===== config.mk =====
export PLATFORM = sky130hd
export DESIGN_NAME = sobel_gray_stream_tx_flat
export DESIGN_NICKNAME = d
export VERILOG_FILES = /design/src/rtl/sobel_gray_stream_tx_if.sv /design/src/rtl/sobel_gray_stream_tx.sv /design/src/flat_wrapper.sv
export SDC_FILE = /design/constraint.sdc
export NUM_CORES = 1
export LEC_CHECK = 0
export CAP_MARGIN = 20
export CORE_ASPECT_RATIO = 1.2
export CORE_UTILIZATION = 35
export DETAILED_ROUTE_END_ITERATION = 7
export PLACE_DENSITY_LB_ADDON = 0.3
export SYNTH_ARGS = -nofsm -noshare
export SYNTH_HDL_FRONTEND = slang
export SYNTH_SLANG_ARGS = --single-unit

===== constraint.sdc =====
create_clock -name clk -period 3.5 [get_ports clk]
set_input_delay 0.7 -clock clk [delete_from_list [all_inputs] [get_ports clk]]
set_output_delay 0.7 -clock clk [all_outputs]
set_load 0.05 [all_outputs]

===== src/rtl/sobel_gray_stream_tx_if.sv =====
// Pixel stream bundle for the Sobel front end.
// Carries the source RGB pixel handshake (in_*) and the gray+RGB output handshake (m_*, eol, eof).
// Modports: master = the converter block; slave = the environment (source and line buffer).
interface sobel_gray_stream_tx_if;
    logic        in_valid;
    logic        in_ready;
    logic [23:0] in_rgb;
    logic        m_valid;
    logic        m_ready;
    logic [7:0]  data_m_gray;
    logic [23:0] data_m_rgb;
    logic        eol;
    logic        eof;

    modport master (
        input  in_valid, in_rgb, m_ready,
        output in_ready, m_valid, data_m_gray, data_m_rgb, eol, eof
    );

    modport slave (
        output in_valid, in_rgb, m_ready,
        input  in_ready, m_valid, data_m_gray, data_m_rgb, eol, eof
    );
endinterface


===== src/rtl/sobel_gray_stream_tx.sv =====
// Purpose: RGB888 -> 8-bit luma converter framing one IMG_W x IMG_H image per start pulse.
// Latency: 2 cycles from input handshake to m_valid, 1 pixel/clk when unstalled.
// Backpressure: m_ready stalls stage 2; in_ready drops once both stages are full.
// Ports: clk, rst_n (async active-low), start, busy, frame_done; bus = stream interface (master).
// Option: define SOBEL_GRAY_ROUND_EN for round-to-nearest luma instead of truncation.
module sobel_gray_stream_tx #(
    parameter int IMG_W = 640,
    parameter int IMG_H = 480,
    parameter int CNT_W = 12
) (
    input  logic clk,
    input  logic rst_n,
    input  logic start,
    output logic busy,
    output logic frame_done,
    sobel_gray_stream_tx_if.master bus
);

    localparam int FRAME_PIX = IMG_W * IMG_H;
    localparam int PIX_W     = $clog2(FRAME_PIX + 1);

    typedef enum logic [1:0] {S_IDLE, S_RUN, S_DRAIN, S_DONE} state_t;

    state_t state, state_nxt;

    logic [PIX_W-1:0] in_cnt;
    logic [CNT_W-1:0] col, row;

    logic        v1, v2;
    logic [15:0] pr, pg, pb;
    logic [23:0] rgb1, rgb2;
    logic [7:0]  gray2;
    logic [15:0] sum;

    logic in_rdy, in_hs, out_hs, ld2, eol_i, eof_i;

    // Ready chain: stage 1 can take a pixel if it is empty, or stage 2 is
    // empty, or stage 2 is draining this cycle.
    assign in_rdy = (state == S_RUN) && (in_cnt < PIX_W'(FRAME_PIX))
                    && (!v1 || !v2 || bus.m_ready);
    assign in_hs  = bus.in_valid && in_rdy;
    assign out_hs = v2 && bus.m_ready;
    assign ld2    = v1 && (!v2 || bus.m_ready);

`ifdef SOBEL_GRAY_ROUND_EN
    assign sum = pr + pg + pb + 16'd128;
`else
    assign sum = pr + pg + pb;
`endif

    assign eol_i = v2 && (col == CNT_W'(IMG_W - 1));
    assign eof_i = eol_i && (row == CNT_W'(IMG_H - 1));

    assign bus.in_ready    = in_rdy;
    assign bus.m_valid     = v2;
    assign bus.data_m_gray = gray2;
    assign bus.data_m_rgb  = rgb2;
    assign bus.eol         = eol_i;
    assign bus.eof         = eof_i;

    always_ff @(posedge clk or negedge rst_n) begin
        if (!rst_n) begin
            state <= S_IDLE;
        end else begin
            state <= state_nxt;
        end
    end

    always_comb begin
        state_nxt  = state;
        busy       = 1'b0;
        frame_done = 1'b0;
        case (state)
            S_IDLE: begin
                if (start) state_nxt = S_RUN;
            end
            S_RUN: begin
                busy = 1'b1;
                if (in_cnt == PIX_W'(FRAME_PIX)) state_nxt = S_DRAIN;
            end
            S_DRAIN: begin
                busy = 1'b1;
                if (out_hs && eof_i) state_nxt = S_DONE;
            end
            S_DONE: begin
                busy       = 1'b1;
                frame_done = 1'b1;
                state_nxt  = S_IDLE;
            end
            default: state_nxt = S_IDLE;
        endcase
    end

    // Frame counters: in_cnt tracks acceptances, col/row track delivered beats.
    always_ff @(posedge clk or negedge rst_n) begin
        if (!rst_n) begin
            in_cnt <= '0;
            col    <= '0;
            row    <= '0;
        end else if (state == S_IDLE && start) begin
            in_cnt <= '0;
            col    <= '0;
            row    <= '0;
        end else begin
            if (in_hs) in_cnt <= in_cnt + PIX_W'(1);
            if (out_hs) begin
                if (col == CNT_W'(IMG_W - 1)) begin
                    col <= '0;
                    row <= (row == CNT_W'(IMG_H - 1)) ? '0 : row + CNT_W'(1);
                end else begin
                    col <= col + CNT_W'(1);
                end
            end
        end
    end

    // Two-stage luma pipeline; stage 2 doubles as the output register.
    always_ff @(posedge clk or negedge rst_n) begin
        if (!rst_n) begin
            v1    <= 1'b0;
            v2    <= 1'b0;
            pr    <= '0;
            pg    <= '0;
            pb    <= '0;
            rgb1  <= '0;
            rgb2  <= '0;
            gray2 <= '0;
        end else begin
            if (in_hs) begin
                v1   <= 1'b1;
                pr   <= 16'(bus.in_rgb[23:16]) * 16'd77;
                pg   <= 16'(bus.in_rgb[15:8])  * 16'd150;
                pb   <= 16'(bus.in_rgb[7:0])   * 16'd29;
                rgb1 <= bus.in_rgb;
            end else if (ld2) begin
                v1 <= 1'b0;
            end

            if (ld2) begin
                v2    <= 1'b1;
                gray2 <= 8'(sum >> 8);
                rgb2  <= rgb1;
            end else if (out_hs) begin
                v2 <= 1'b0;
            end
        end
    end

endmodule


===== src/flat_wrapper.sv =====
// flat-port wrapper written by rule: the top's interface ports become plain ports
module sobel_gray_stream_tx_flat 
#(
    parameter int IMG_W = 640,
    parameter int IMG_H = 480,
    parameter int CNT_W = 12
)
  (clk, rst_n, start, busy, frame_done, bus_in_valid, bus_in_rgb, bus_m_ready, bus_in_ready, bus_m_valid, bus_data_m_gray, bus_data_m_rgb, bus_eol, bus_eof);
  sobel_gray_stream_tx_if bus_i ();
  input  logic clk;
  input  logic rst_n;
  input  logic start;
  output logic busy;
  output logic frame_done;
  input wire logic [$bits(bus_i.in_valid)-1:0] bus_in_valid;
  input wire logic [$bits(bus_i.in_rgb)-1:0] bus_in_rgb;
  input wire logic [$bits(bus_i.m_ready)-1:0] bus_m_ready;
  output wire logic [$bits(bus_i.in_ready)-1:0] bus_in_ready;
  output wire logic [$bits(bus_i.m_valid)-1:0] bus_m_valid;
  output wire logic [$bits(bus_i.data_m_gray)-1:0] bus_data_m_gray;
  output wire logic [$bits(bus_i.data_m_rgb)-1:0] bus_data_m_rgb;
  output wire logic [$bits(bus_i.eol)-1:0] bus_eol;
  output wire logic [$bits(bus_i.eof)-1:0] bus_eof;
  assign bus_i.in_valid = bus_in_valid;
  assign bus_i.in_rgb = bus_in_rgb;
  assign bus_i.m_ready = bus_m_ready;
  assign bus_in_ready = bus_i.in_ready;
  assign bus_m_valid = bus_i.m_valid;
  assign bus_data_m_gray = bus_i.data_m_gray;
  assign bus_data_m_rgb = bus_i.data_m_rgb;
  assign bus_eol = bus_i.eol;
  assign bus_eof = bus_i.eof;
  sobel_gray_stream_tx #(.IMG_W(IMG_W), .IMG_H(IMG_H), .CNT_W(CNT_W)) u_core (.clk(clk), .rst_n(rst_n), .start(start), .busy(busy), .frame_done(frame_done), .bus(bus_i));
endmodule

Word level (Yosys, flattened, before mapping)
Cells that the tools add are included.
{"block": "op_classes", "add_sub_neg": 5, "mux": 19, "n_eq_ne": 9, "n_reduce_logical": 23, "multipliers": 3, "order_cmp": 1}
{"operator": "$mux W12", "n": 7}
{"operator": "$mux W19", "n": 2}
{"operator": "$mul A8 B7 Y15 const B", "n": 2}
{"operator": "$add A12 B1 Y12 const B", "n": 2}
{"operator": "$add A19 B1 Y19 const B", "n": 1}
{"operator": "$eq A19 B19 Y1 const B", "n": 1}
{"operator": "$lt A19 B19 Y1 const B", "n": 1}
{"operator": "$add A15 B16 Y16", "n": 1}
{"operator": "$add A16 B13 Y16", "n": 1}
{"operator": "$mul A8 B5 Y13 const B", "n": 1}
{"operator": "$eq A12 B10 Y1 const B", "n": 1}
{"operator": "$eq A12 B9 Y1 const B", "n": 1}
{"operator": "$reduce_bool A2 Y1", "n": 5}
{"operator": "$logic_and A1 B1 Y1", "n": 9}
{"operator": "$pmux W2 S4", "n": 1}
{"operator": "$mux W1", "n": 6}
{"operator": "$mux W2", "n": 3}
{"operator": "$eq A2 B2 Y1 const B", "n": 2}
{"operator": "$ne A2 B2 Y1 const B", "n": 2}
{"operator": "$logic_or A1 B1 Y1", "n": 3}
{"operator": "$reduce_and A3 Y1", "n": 1}
{"operator": "$reduce_or A3 Y1", "n": 1}
{"operator": "$eq A2 B1 Y1 const B", "n": 1}
{"operator": "$logic_not A1 Y1", "n": 2}
{"operator": "other kinds (3)", "n": 3}
{"block": "totals", "input_bits": 29, "ff_bits": 146}

Logic depth before layout (Yosys ltp)
Gate-level depths: netlist (run 1).
{"block": "logic_depth", "word_depth": 7, "depth_mapped": 14}

Worst setup path before layout (run 1)
OpenSTA, ideal clock, no wires.
{"block": "synth_timing", "path_type": "in2reg", "start": "input port bus_in_rgb[12]", "end": "register u_core.pg[12]", "setup_time_ps": 133, "t_required_ps": 3367, "path_buffers": 0, "stages": 12, "arrival_time_ps": 3495, "path_slack_ps": -128, "cell_sequence": "ha_1 -> ha_1 -> inv_1 -> fa_1 -> fa_1 -> inv_1 -> ha_1 -> a2111o_1 -> o22ai_1 -> o21ai_0 -> xnor2_1 -> o21ai_0"}
{"block": "synth_between", "elab_chain_len": 1}
{"element": "start: declaration", "line_no": "flat_wrapper.sv:16", "text": "input wire logic [$bits(bus_i.in_rgb)-1:0] bus_in_rgb;"}
{"element": "$mul A8 B7 Y15", "line_no": "sobel_gray_stream_tx.sv:132", "text": "pg <= 16'(bus.in_rgb[15:8]) * 16'd150;"}
{"element": "end signal: assignment", "line_no": "sobel_gray_stream_tx.sv:132"}
{"element": "end: declaration", "line_no": "sobel_gray_stream_tx.sv:30", "text": "logic [15:0] pr, pg, pb;"}
No other way between the ends.
A chain may end at the register's enable or synchronous reset.

Worst setup path in the final report (run 1)
{"block": "layout_timing", "start": "input port bus_in_rgb[14]", "end": "register u_core.pg[14]"}
The elaborated chain is that of the path after synthesis.

==> impl_results.md, run 1 <==
- Status: finished, violations left
- Violated checks: design-rule violations
- Syn_nets: 1202
- R2R depth: 10
- Via count: 7462
- WL final: 21.2 mm
- Nets: 1358
- Post-synth top flop: dfrtp_1
- Vias in the first global route: 7790
- Clock insertion delay at the later pin of the skew report: 0.42 ns
- Final Util: 45.9%
- Element type at the critical path end: flop
- Placer Congestion: 0.827
- Critical R2R Capture: u_core.bus.data_m_gray[7]
- Placement Rows: 65
- DRT Pass-1 Iters: 6
- Mapped Area: 0.00954 mm^2
- Filler cells: 2588
- Sink Count: 141
- Reg2Reg Setup Slack: 0.74 ns
- # setup viols final: 0
- Root Buffer: clkbuf_16
- Number of max-cap violations: 0
- Initial drt markers: 205
- Worst R2R Start: u_core.pb[3]
- Post-Synthesis Cells: 1013
- Xor and xnor area share after synthesis: 4.41%
- Post-synthesis mux area share: 0.328%
- Die height: 183 um
- Worst EP required: 3.78 ns
- Final WS setup: 0.123 ns
- Combinational family with the most area after synthesis: adder cells
- RSZ-0062 raised after global routing: true
- I/O Buffers: 66
- Setup Crit Path Kind: input port to flop
- Worst stage delay on the critical path: 0.56 ns
- Max-Slew Margin vs Limit: 52.1%
- Async S/R FF share, synth: 100%
- CP delay by family, top: adder cells
- Synth area leaders: dfrtp_1, ha_1, nand2_1
- Initial antenna violation count: 0
- CP Capture Point: u_core.pg[14]
- CTS max path bufs: 2
- Global-route wire length before repair: 36.9 mm
- GRT overflow: 0
- Clock slew at reported path FFs: 0.06 ns
- Final hold slack: 0.295 ns
- EDFF count, synth: 0
- Register area share after synthesis: 37.0%
- Synth Area in Adders: 24.0%
- Die width: 153 um
- Share of layout cells above drive strength 1: 16.2%
- I/O pin count: 67
- Starting density of the core: 36.0%
- Yosys top cell area share: 37.0%
- Total number of H-tree levels: 4
- Avg WL per Cell: 14.0 um
- Final min period: 3.38 ns
- Post-synthesis simple-gate area fraction: 18.1%
- Yosys warns: 0
- Yosys reg bits: 141
- Pwr dens: 792 mW/mm^2
- Largest net degree at the start of global routing: 75
- Hold Path Class: input port to async pin
- Vias per cell: 4.92
- Dpl hpwl: 16.2 mm
- Synth area leader: dfrtp_1
- All-Layer GR Usage: 16.3%
- Crit path buf inv count: 3
- Inserted Clock Buffers: 17
- Worst Skew: 0.00958 ns
- Final Hold Vio Count: 0
- CP max FO: 4
- Worst IR Drop VDD: 0.000342 V
- Final Cycle Share: 96.5%
- Worst Setup SP: bus_in_rgb[14]
- Post-Syn Area per Cell: 9.42 um^2
- CP max stage cell: fa_2
- Startpoint Class: input port
- Number of cells on the critical path: 13
- CTS tree: yes
- Setup WS pre-CTS: -0.662 ns
- Final ANT Viol Nets: 0
- Crit-path cells: clkdlybuf4s15_1 -> ha_1 -> ha_1 -> inv_2 -> fa_1 -> fa_2 -> inv_2 -> ha_4 -> a2111o_1 -> o22ai_4 -> a211oi_2 -> xnor2_1 -> o21ai_1
- Slew Viols, Final: 0
- Remaining DRCs: 3
- Syn-to-layout area delta: 27.6%
- Max Clk Rate: 0.296 GHz
- Compound-gate portion of the synthesized area: 12.1%
- Critical path arrival: 3.66 ns
- Worst-Margin Slew: 0.718 ns
- ANT cells: 0
- P_leak: 6.02 nW
- CORE AREA: 0.0265 mm^2
- Library cells used by synthesis: 61
- Die area: 0.0279 mm^2
==> kinds of logic (layout without fill, tap and decap cells) <==
group / after synthesis / count (layout)
xor gates and xnor gates: 48 / 48
buffers and inverters: 99 / 268
AOI/OAI and AO/OA: 184 / 184
and+or+nand+nor: 378 / 378
muxes: 3 / 3
adders and majority gates: 160 / 160
DFF: 141 / 141
==> through the flow <==
step                      power, mW   TNS, ns  cells  cell area, um^2
after global placement         7.40    -11.08   1485            11300
after CTS                      9.72         0   1517            12100
after detailed placement       7.51    -12.11   1485            11300
after floorplan                5.90   -0.0197   1013             9580
final                          9.64         0   1517            12200
after global routing           10.5  -0.00594   1517            12200
==> Yosys cell counts, drive strengths merged (3+ instances only) <==
master	number
nand2	210
dfrtp	141
ha	122
o21ai	80
inv	70
nor2	49
fa	38
nand3	29
a21oi	28
xnor2	24
xor2	24
and3	19
nor3	16
clkbuf	15
o31ai	15
buf	14
a21o	12
a211oi	11
nand2b	10
o21a	10
nand4	9
and2	5
nor2b	5
nor4	5
or2	5
a211o	4
or3	4
a31oi	3
a41oi	3
nand4b	3
o211ai	3
==> worst min path at each step <==
stage | slack, ns | to
global placement | 0.45 | u_core.bus.data_m_rgb[10]
floorplan | 0.40 | u_core.bus.data_m_gray[0]
detailed placement | 0.45 | u_core.bus.data_m_rgb[2]
finish | 0.29 | u_core.col[3]
CTS | 0.33 | u_core.col[9]
global route | 0.35 | u_core.col[9]
==> layout make-up <==
class	instances	area, um^2	area share (%)
inverters	70	263	2.16
clock buffers	18	429	3.52
repair buffers	166	1450	11.9
clock inverters	14	241	1.98
multi-input cells	773	5850	48.0
well taps	335	419	3.44
flip-flops and latches	141	3530	29.0
==> where the power goes <==
group          internal (mW)  total [mW]  leakage (nW)  switching, mW
Clock                   1.34        2.06         0.324          0.724
Sequential              2.18        2.61          1.83          0.425
Combinational           2.13        4.96          3.87           2.84
==> state kept, by name, summed over array words and instances (netlist names) <==
| name | cells |
|---|---|
| u_core.bus.data_m_rgb | 24 |
| u_core.rgb1 | 24 |
| u_core.in_cnt | 19 |
| u_core.pg | 14 |
| u_core.pr | 13 |
| u_core.col | 12 |
| u_core.row | 12 |
| u_core.pb | 11 |
| u_core.bus.data_m_gray | 8 |
| u_core.state | 2 |
| u_core.bus.m_valid | 1 |
| u_core.v1 | 1 |
==> per-layer routing <==
| metal | part of all wire, % | GRT usage [%] | routed length (um) | up-vias |
|---|---|---|---|---|
| met5 | 0 | 0 | 0 | - |
| met4 | 1.4 | 4.85 | 306 | 0 |
| met3 | 2.2 | 2.50 | 458 | 14 |
| met2 | 51 | 29.8 | 10900 | 65 |
| met1 | 45 | 19.8 | 9560 | 3608 |
| li1 | - | - | - | 3775 |
==> layout by cell type, fill, tap and decap left out, types with 5 or more instances in the layout <==
master           count
xor2_1              24
and3_1              19
inv_1               60
dlymetal6s2s_1       6
a21o_1              11
ha_4                11
nor2_1              46
nand4_1              8
a21oi_1             25
o21ai_0             75
fa_1                37
clkbuf_16           17
nand2_1            210
nand2b_1             8
bufinv_16            6
nor3_1              15
nor2b_1              5
o21a_1              10
inv_2               10
buf_4               97
dfrtp_1            141
and2_1               5
xnor2_1             24
o31ai_1             11
clkdlybuf4s50_1     49
nand3_1             29
a211oi_1             8
ha_1               110
==> worst register-to-register path: cells and delay by family (launching register included) <==
| family | cells | cell delay (ns) |
|---|---|---|
| compound gates | 4 | 0.88 |
| fa+ha+maj | 2 | 0.81 |
| buf+inv | 2 | 0.10 |
| flops | 1 | 0.33 |
| simple gates | 2 | 0.58 |
==> timing repair <==
action                                  4_1_cts  5_1_grt
pin swaps                                    29       29
hold endpoints to repair                      0        0
resized for setup                            27       37
endpoints found under the setup margin       18       17
hold buffers                                  0        0
buffers inserted                              0        0
No activity file was read; power rests on OpenSTA's default activity.
==> run 2: changes to the inputs <==
--- a/config.mk
+++ b/config.mk
@@ -5,9 +5,10 @@
 export SDC_FILE = /design/constraint.sdc
 export NUM_CORES = 1
 export LEC_CHECK = 0
+export ABC_AREA = 1
 export CAP_MARGIN = 20
 export CORE_ASPECT_RATIO = 1.2
-export CORE_UTILIZATION = 35
+export CORE_UTILIZATION = 45
 export DETAILED_ROUTE_END_ITERATION = 7
 export PLACE_DENSITY_LB_ADDON = 0.3
 export SYNTH_ARGS = -nofsm -noshare
==> impl_results.md, run 2 <==
- EDFF count, synth: 0 (unchanged)
- Remaining DRCs: 0 (-3)
- Pwr dens: 816 mW/mm^2 (+3.1%)
- Sink Count: 141 (unchanged)
- Largest net degree at the start of global routing: 97 (+29%)
- Synth area leader: dfrtp_1
- RSZ-0062 raised after global routing: true
- Die height: 169 um (-7.5%)
- Inserted Clock Buffers: 17 (unchanged)
- Commonest non-fill, non-tap cell in the layout: nand2_1
- P_leak: 6.71 nW (+12%)
- Library cells used by synthesis: 37 (-39%)
- Max-Slew Margin vs Limit: 56.7% (+4.6 points)
- CTS tree: yes
- Filler cells: 2077 (-20%)
- CP max FO: 5 (+1)
- Top cells by count, synth: nand2_1, inv_1, dfrtp_1, ha_1, nor2_1
- Worst EP required: 3.79 ns (about the same)
- Sequential cell area: 0.00353 mm^2 (unchanged)
- Die width: 141 um (-7.5%)
- Starting density of the core: 46.4% (+10 points)
- Worst IR Drop VDD: 0.000568 V (+66%)
- Worst Skew: 0.0133 ns (+0.00372 ns)
- Async S/R FF share, synth: 100% (unchanged)
- I/O pin count: 67 (unchanged)
- Yosys reg bits: 141 (unchanged)
- Syn_nets: 1553 (+29%)
- Clock slew at reported path FFs: 0.07 ns (about the same)
- Seq pwr share: 25.8% (-1.3 points)
- Post-Syn Area per Cell: 7.68 um^2 (-18%)
- Via count: 9124 (+22%)
- Fin cells: 1825 (+20%)
- Critical path arrival: 3.68 ns (+0.02 ns)
- Vias per cell: 5.00 (+1.6%)
- Final Hold Vio Count: 0 (unchanged)
- Internal power: 5.46 mW (-3.4%)
- Setup Crit Path Kind: input port to flop
- Mapped Area: 0.0105 mm^2 (+9.8%)
- Sw Ratio: 47.5% (+6.2 points)
- Post-Synthesis Cells: 1364 (+35%)
- Most frequent cells in the layout: nand2_1, inv_1, dfrtp_1
- Nets: 1691 (+25%)
- Yosys warns: 0 (unchanged)
- Routed length on met2: 12.2 mm (+12%)
- Vias in the first global route: 8919 (+14%)
- Yosys top cell area share: 33.7% (-3.3 points)
- Final ANT Viol Nets: 0 (unchanged)
- Psw: 4.95 mW (+24%)
- Status: finished clean
- CORE AREA: 0.0226 mm^2 (-15%)
- Die area: 0.0239 mm^2 (-14%)
- GRT overflow: 0 (unchanged)
- Max Clk Rate: 0.295 GHz (-0.49%)
- Final min period: 3.39 ns (+0.0168 ns)
- # setup viols final: 0 (unchanged)
- Multi-input logic area: 0.00627 mm^2 (+7.3%)
- Final Cycle Share: 97.0% (+0.48 points)
- Syn-to-layout area delta: 21.8%
- Final hold slack: 0.266 ns (-0.0294 ns)
- I/O Buffers: 66 (unchanged)
- Combinational share of power: 57.4% (+5.9 points)
- Slew Viols, Final: 0 (unchanged)
- Clock insertion delay at the later pin of the skew report: 0.43 ns (about the same)
- R2R depth: 8 (-2)
- Initial antenna violation count: 0 (unchanged)
- Number of max-cap violations: 0 (unchanged)
- Met3 WL: 654 um (+43%)
- Worst-Margin Slew: 0.650 ns (-0.0688 ns)
- All-Layer GR Usage: 22.1% (+5.8 points)
- Total number of H-tree levels: 4 (unchanged)
- Hold Path Class: input port to async pin
- Reg2Reg Setup Slack: 1.28 ns (+0.54 ns)
- Post-synth top flop: dfrtp_1
- Post CTS Setup Buffer Count: 0 (unchanged)
- WL final: 24.8 mm (+17%)
- Dpl hpwl: 19.3 mm (+19%)
- DRT Pass-1 Iters: 5 (-1)
- Top Layer Used: met4
- Register area share after synthesis: 33.7% (-3.3 points)
- CTS max path bufs: 2 (unchanged)
- Share of layout cells above drive strength 1: 9.83% (-6.4 points)
- Wl on met1: 11.6 mm (+21%)
- Avg WL per Cell: 13.6 um (-2.9%)
- Placer Congestion: 0.900 (+8.8%)
- Top-count cell post-synth: nand2_1
- Clk pwr share: 16.8% (-4.6 points)
- Cell total after placement: 1793 (+21%)
- ANT cells: 0 (unchanged)
- Element type at the critical path end: flop
- Root Buffer: clkbuf_16
- Startpoint Class: input port
- Initial drt markers: 472 (+130%)
- Synth area leaders: dfrtp_1, nand2_1, ha_1
- Final Util: 56.4% (+11 points)
- Global-route wire length before repair: 41.9 mm (+13%)
- Placement Rows: 60 (-7.7%)
==> run 2: cell types whose count changed in the layout (fill, tap and decap cells not counted), moves of 12 or more <==
cell	delta
buf_4	-19
inv_1	+115
a21oi_1	+12
nor2_1	+54
nand3_1	+64
nand2_1	+228
and3_1	-18
o21ai_0	-16
nand4_1	+18
xnor2_1	-12
==> run 2: path summary, 6_finish.rpt <==
check,start,endpoint
worst max-delay path,bus_in_rgb[1],u_core.pb[8]
max in group asynchronous,rst_n,u_core.bus.data_m_rgb[14]
worst min register to register,u_core.rgb1[2],u_core.bus.data_m_rgb[2]
min in group clk,u_core.rgb1[2],u_core.bus.data_m_rgb[2]
worst max register to register,u_core.pb[9],u_core.bus.data_m_gray[6]
worst min-delay path,rst_n,u_core.state[1]
==> run 2: power by group through the flow <==
stage                     Combinational [mW]  Sequential, mW  Clock [mW]
final                                   5.97            2.69        1.75
after global routing                    6.75            2.77        1.85
after global placement                  5.69            2.70           0
after detailed placement                5.79            2.71           0
after CTS                               5.84            2.69        1.78
after floorplan                         3.59            3.12           0
==> run 2: metal layers <==
| layer | track usage [%] | up-vias |
|---|---|---|
| met3 | 2.77 | 30 |
| met1 | 28.7 | 4295 |
| li1 | - | 4638 |
| met4 | 7.33 | 0 |
| met5 | 0 | - |
| met2 | 38.2 | 161 |
==> run 2: cells by family after synthesis <==
kind of cell	synth area share, %
fa+ha+maj	21.8
compound gates	6.89
xor+xnor	2.42
buf+inv	8.00
simple gates	27.2
flops	33.7
==> run 2: stage by stage <==
stage                     setup WS (ns)  cell area [um^2]  power (mW)  TNS, ns
after floorplan                   0.107             10500        6.71        0
after global placement           -0.439             12000        8.39    -8.70
after detailed placement         -0.475             12000        8.51    -9.58
after CTS                       -0.0170             12600        10.3  -0.0293
after global routing            -0.0106             12800        11.4  -0.0183
final                             0.107             12800        10.4        0
==> run 2: repair_timing <==
action                     in CTS  in global routing
resized for setup               3                 37
hold buffers                    0                  0
pin swaps                       0                 17
setup endpoints to repair       3                 25
==> run 2: layout make-up <==
class                      count  area share (%)
tap                          310            3.04
clock buffer                  19            3.55
clock inverter                13           0.932
inverter                     181            5.33
sequential                   141            27.7
multi-input combinational   1015            49.2
timing repair buffer         146            10.3
==> run 2: worst max-delay path, stage by stage <==
cell and delay [ns]:
clkdlybuf4s50_1 0.50, inv_1 0.09, fa_1 0.53, inv_1 0.04, ha_1 0.30, fa_1 0.55, ha_4 0.24, a21oi_2 0.17
nand2_1 0.11, a21oi_1 0.17, xor2_1 0.19, o21ai_0 0.09
